===== src/rtl/inst_pair_queue.sv =====
// Instruction-pair queue between fetch and decode: a DEPTH-entry FIFO of {pc, first, second}
// with a full-based stall to fetch and flush on redirect. Optional stats: define IQ_STATS_EN.
module inst_pair_queue #(
  parameter int DEPTH = 4,
  localparam int AW = $clog2(DEPTH)
) (
  input  logic          clock,
  input  logic          reset,
  input  logic          flush,
  input  logic          in_valid,
  input  logic [31:0]   pc_in,
  input  logic [31:0]   first_in,
  input  logic [31:0]   second_in,
  output logic          stall,
  output logic          out_valid,
  input  logic          out_ready,
  output logic [31:0]   out_pc,
  output logic [31:0]   out_first,
  output logic [31:0]   out_second,
  output logic [AW:0]   count
`ifdef IQ_STATS_EN
  ,
  output logic [31:0]   stall_cycles,
  output logic [15:0]   flush_count
`endif
);

  localparam logic [AW:0] FULL_CNT = (AW+1)'(DEPTH);

  logic [95:0]   mem_q [DEPTH];
  logic [AW-1:0] wr_ptr_q, wr_ptr_d;
  logic [AW-1:0] rd_ptr_q, rd_ptr_d;
  logic [AW:0]   count_q, count_d;
  logic          enq, deq;

  function automatic logic [31:0] sat_inc32(input logic [31:0] v);
    return (&v) ? v : v + 32'd1;
  endfunction

  function automatic logic [15:0] sat_inc16(input logic [15:0] v);
    return (&v) ? v : v + 16'd1;
  endfunction

  // Status decoded from registered occupancy only; out_ready never reaches stall.
  assign stall     = (count_q == FULL_CNT);
  assign out_valid = (count_q != '0);
  assign count     = count_q;

  assign enq = in_valid & ~stall & ~flush;
  assign deq = out_valid & out_ready & ~flush;

  assign {out_pc, out_first, out_second} = mem_q[rd_ptr_q];

  always_comb begin
    wr_ptr_d = wr_ptr_q;
    rd_ptr_d = rd_ptr_q;
    count_d  = count_q;
    if (flush) begin
      wr_ptr_d = '0;
      rd_ptr_d = '0;
      count_d  = '0;
    end else begin
      if (enq) wr_ptr_d = wr_ptr_q + AW'(1);
      if (deq) rd_ptr_d = rd_ptr_q + AW'(1);
      unique case ({enq, deq})
        2'b10:   count_d = count_q + (AW+1)'(1);
        2'b01:   count_d = count_q - (AW+1)'(1);
        default: count_d = count_q;
      endcase
    end
  end

  // Control state: reset has priority over flush.
  always_ff @(posedge clock) begin
    if (!reset) begin
      wr_ptr_q <= '0;
      rd_ptr_q <= '0;
      count_q  <= '0;
    end else begin
      wr_ptr_q <= wr_ptr_d;
      rd_ptr_q <= rd_ptr_d;
      count_q  <= count_d;
    end
  end

  // Storage is never reset; enq only fires when the slot at wr_ptr is free.
  always_ff @(posedge clock) begin
    if (enq) mem_q[wr_ptr_q] <= {pc_in, first_in, second_in};
  end

`ifdef IQ_STATS_EN
  logic [31:0] stall_cycles_q;
  logic [15:0] flush_count_q;

  always_ff @(posedge clock) begin
    if (!reset) begin
      stall_cycles_q <= '0;
      flush_count_q  <= '0;
    end else begin
      if (stall && in_valid) stall_cycles_q <= sat_inc32(stall_cycles_q);
      if (flush)             flush_count_q  <= sat_inc16(flush_count_q);
    end
  end

  assign stall_cycles = stall_cycles_q;
  assign flush_count  = flush_count_q;
`endif

endmodule


===== config.mk =====
export PLATFORM = sky130hd
export DESIGN_NAME = inst_pair_queue
export DESIGN_NICKNAME = d
export VERILOG_FILES = /design/src/rtl/inst_pair_queue.sv
export SDC_FILE = /design/constraint.sdc
export NUM_CORES = 1
export LEC_CHECK = 0
export ABC_AREA = 1
export ABC_CLOCK_PERIOD_IN_PS = 6100
export CORE_ASPECT_RATIO = 1.75
export CORE_MARGIN = 3
export CORE_UTILIZATION = 47
export DETAILED_ROUTE_END_ITERATION = 6
export PLACE_DENSITY = 0.71
export SYNTH_ARGS = -nofsm -noshare
export SYNTH_HDL_FRONTEND = slang
export SYNTH_SLANG_ARGS = --single-unit
export TNS_END_PERCENT = 50

===== constraint.sdc =====
create_clock -name clock -period 6.1 [get_ports clock]
set_clock_uncertainty 0.1 [all_clocks]
set_input_delay 1.22 -clock clock [delete_from_list [all_inputs] [get_ports clock]]
set_output_delay 1.22 -clock clock [all_outputs]
set_load 0.005 [all_outputs]

# Word level (Yosys, flattened, before mapping)
# Memories as Yosys holds them, arrays and structs flattened. A register that Yosys moved wholly into a read port is not among the register bits.
# Cells that the tools add are included.
[word_totals] ff_bits=7 latch_bits=0 mem_bits_rw=384 romBits=0 inputBits=101 output_inout_bits=101 wordCells=26 mem_count=1
[classes] n_addsub=4 mul=0 n_div=0 n_lt_le_gt_ge=0 eq_ne=3 n_shift=0 n_mux=5 bitwise_logic=7 n_reduce_logical=3
[mem_list] name="mem_q" words=4 width=96 rd=1 rd_clocked_by_memory_dff=1 wr=1 line_no="30" text="logic [95:0] mem_q [DEPTH];"
[ops] op="3-bit case mux with 2 select lines" n=1
[ops] op="2-bit by 1-bit adder with 2-bit output, second input constant" n=2
[ops] op="1-bit AND" n=4
[ops] op="2-bit 2-to-1 mux" n=2
[ops] op="3-bit by 1-bit adder with 3-bit output, second input constant" n=1
[ops] op="3-bit equality test, second input constant" n=1
[ops] op="1-bit inverter" n=3
[ops] op="3-bit nonzero test" n=1
[ops] op="3-bit by 1-bit subtractor with 3-bit output, second input constant" n=1
[ops] op="2-bit by 1-bit equality test with 1-bit output, second input constant" n=1
[ops] op="2-bit equality test, second input constant" n=1
[ops] op="1-bit 2-to-1 mux" n=2
[ops] op="2-bit nonzero test" n=1
[ops] op="2-bit OR reduction" n=1

# Depth between registers and ports, before layout
[depth] depth_word=6 mapped_depth=13 mapped_depth_nobuf=13

# Worst setup path before layout
# Ideal clock, no wire load.
[synth_timing] kind="input to register" startpoint="input port in_valid" endpoint="memory mem_q[0][0], enable pin" setup_time_ns=0.552 arrival_ns=5.561 required_time_ns=5.448 setup_slack_ns=-0.113 stages=4 n_path_buf=0 path_cell_list="inv_1 -> nor2_1 -> nand2_1 -> nor2_1"
[synth_between] elab_chain_len=4
[synth_rtl] element="from (decl)" line_no="10" text="input logic in_valid,"
[synth_rtl] element="1-bit AND (2 in series)" line_no="49" text="assign enq = in_valid & ~stall & ~flush;"
[synth_rtl] element="1-bit 2-to-1 mux" line_no="88" text="if (enq) mem_q[wr_ptr_q] <= {pc_in, first_in, second_in};"
[synth_rtl] element="1-bit 2-to-1 mux (implied by the code)" line_no="88"
[synth_rtl] element="to (decl)" line_no="30"
# Every way passes these cells.

==> results.json <==
{
  "drc_errors": 0,
  "dr_wl_met3_mm": 1.99,
  "ff2ff_setup_slack_ns": 3.49,
  "syn_nets": 1111,
  "ys_types": 19,
  "worstSkewPairLatency_ns": 0.51,
  "place.gp.congestion": 0.764,
  "dp_hpwl_mm": 18.2,
  "synth_top_family_by_area": "compound AO/OA/AOI/OAI gates",
  "whs_endpoint": "count[0]",
  "period_minus_slack_ns": 4.56,
  "routed_via_density": 5.50,
  "clkTransAtPathRegs_ns": 0.06,
  "gr-usage-all-layers_pct": 18.3,
  "end_kind": "output pin",
  "drt_first_pass_iters": 4,
  "crit_fanout": 82,
  "rsz0062_at_grt": "false",
  "p_leak_nw": 5.94,
  "ff2ff_path_depth": 5,
  "grt_pass1_vias": 8769,
  "start_util_pct": 47.9,
  "syn_area_sq_um": 14800,
  "cts_resized": 0,
  "combinationalPowerShare_pct": 4.7,
  "r2r_start": "count[1]",
  "clock.fmax_mhz": 219,
  "top_layer": "met4",
  "m1WireLength_mm": 11.4,
  "synthXorXnorAreaFrac_pct": 0,
  "min_from": "count[0]",
  "p_per_area_nw_per_um2": 290,
  "yosys.area.top_type_share_pct": 78.0,
  "p_sw_share_pct": 19.0,
  "synth_fa_ha_area_share_pct": 0.559,
  "io-pin-count": 202,
  "routed_wl_mm": 31.7,
  "start_kind": "flip-flop",
  "synthMuxAreaShare_pct": 0,
  "cts_tree": "done",
  "antenna_found_initial": 4,
  "syn_to_final_growth_pct": 22.1,
  "p_sw_w": 0.000992,
  "critical_path_arrival_ns": 3.24,
  "cts_setup_buffers": 0,
  "route.vias.total": 8867,
  "wire_per_inst_um": 19.7,
  "grt_overflow": 0,
  "yosys.area_share.simple_pct": 5.80,
  "layout-drive-gt1-share_pct": 5.19,
  "grt_pass1_wl_mm": 47.6,
  "critPathRequiredTime_ns": 4.78,
  "ctsHoldBuffers": 0,
  "antenna_left": 0,
  "netlist_top_cells_area": "edfxtp_1 78%, nor2_1 5.2%, o22ai_1 4.1%, o21ai_0 3.5%, o21ai_1 3.1%",
  "die-area_sq_um": 33700,
  "slew_headroom_pct": 35.9,
  "portBuffers": 201,
  "finalPower_w": 0.00523,
  "grt_max_degree": 122,
  "p_int_w": 0.00424,
  "syn-mean-instance-area_sq_um": 14.7,
  "cap_violations": 0,
  "final_cell_mix": "384 x edfxtp_1, 201 x nor2_1, 201 x clkdlybuf4s50_1",
  "drtIter0Drc": 644,
  "root_buffer": "clkbuf_16",
  "die_x_um": 140,
  "hold_ws_ns": 0.408,
  "final_max_slew_viol_count": 0,
  "synth_compound_area_share_pct": 10.8,
  "setup_viol": 0,
  "min_period_over_period_pct": 74.8,
  "cts_max_level": 2,
  "syn_inst": 1004,
  "outcome": "completed",
  "cts_buffer_depth": 3,
  "seqPwrFrac_pct": 57.6,
  "die_h_um": 241,
  "nets": 1299,
  "rows": 85,
  "worstMarginPinSlew_ns": 0.961,
  "synth_area_leader_cell": "edfxtp_1",
  "fill_cells": 2381,
  "hp-class": "reg2reg",
  "clock-sinks": 393,
  "reg2reg_to": "mem_q[1][54]",
  "ys_ff_latch": 393,
  "yosysWarnings": 0,
  "ir_drop_mv": 0.225,
  "pwr-share-clk_pct": 37.6,
  "cts_made_buffers": 34,
  "wl_met2_mm": 17.4,
  "worstSetupPathType": "reg2out",
  "ys_seq_area_share_pct": 79.2,
  "setup-tns-final_ns": 0,
  "hold_viol": 0,
  "coreArea_sq_um": 30800,
  "whs_path_depth": 2,
  "layout_commonest_cell": "edfxtp_1"
}
area by class of cell:
cell class / instances / area (sq um) / area share (%)
flip-flops and latches: 393 / 11700 / 64.9
multi-input cells: 527 / 2560 / 14.2
diodes: 5 / 12.5 / 0.0693
clock inverters: 14 / 96.3 / 0.534
inverters: 22 / 88.8 / 0.492
repair buffers: 214 / 2170 / 12.0
well taps: 391 / 489 / 2.71
clock buffers: 45 / 913 / 5.06
registers in the layout, indices dropped and copies added, names as in the netlist, named ones only:
register,flops
count,3
mem_q,384
wr_ptr_q,2
rd_ptr_q,2
per-layer routing:
metal	vias up	track usage, %
met5	-	0
li1	4150	-
met3	52	3.85
met1	4374	20.9
met2	291	33.3
met4	0	7.73
worst max-delay path, stage by stage, from the launching register on:
cell,delay (ns)
dfxtp_4,0.83
buf_4,0.76
o21ai_0,0.22
o22ai_1,0.23
clkdlybuf4s50_1,0.58
cells by family (layout without fill, tap and decap cells):
| logic type | after synthesis | count (layout) |
|---|---|---|
| flip-flops | 393 | 393 |
| AND/OR/NAND/NOR | 227 | 227 |
| other | 0 | 5 |
| adder cells (fa/ha/maj) | 6 | 6 |
| buffers and inverters | 84 | 295 |
| AO/OA/AOI/OAI | 294 | 294 |
cells in the mapped netlist (all sizes together):
master    n
a21oi     5
nor2    205
buf      42
clkbuf   20
o21ai   193
fa        1
nand2    18
nand3     4
edfxtp  384
dfxtp     9
inv      22
ha        5
o22ai    96
stage by stage:
step / worst slack, ns / instance area [sq um] / util [%] / instances
after detailed placement: 2.06 / 17000 / 55.2 / 1547
after global routing: 1.28 / 18000 / 58.5 / 1610
after CTS: 1.48 / 18000 / 58.5 / 1606
after global placement: 2.09 / 17000 / 55.2 / 1547
after floorplan: -0.113 / 14800 / - / 1004
final: 1.54 / 18100 / 58.5 / 1611
worst max path at each step:
stage | to | slack (ns) | cells after the start
final | out_pc[13] | 1.54 | 4
after global routing | out_pc[13] | 1.28 | 4
after CTS | out_second[7] | 1.48 | 4
after detailed placement | out_second[7] | 2.06 | 4
after global placement | out_second[4] | 2.09 | 4
after floorplan | mem_q[0][0] | -0.11 | 4
power by group through the flow:
stage               registers, W  clock network (W)   logic, W
floorplan                0.00308                  0  0.0000687
global placement         0.00307                  0   0.000244
detailed placement       0.00307                  0   0.000250
CTS                      0.00301            0.00202   0.000251
global route             0.00301            0.00212   0.000267
finish                   0.00301            0.00197   0.000248
(Power assumes the default switching activity.)
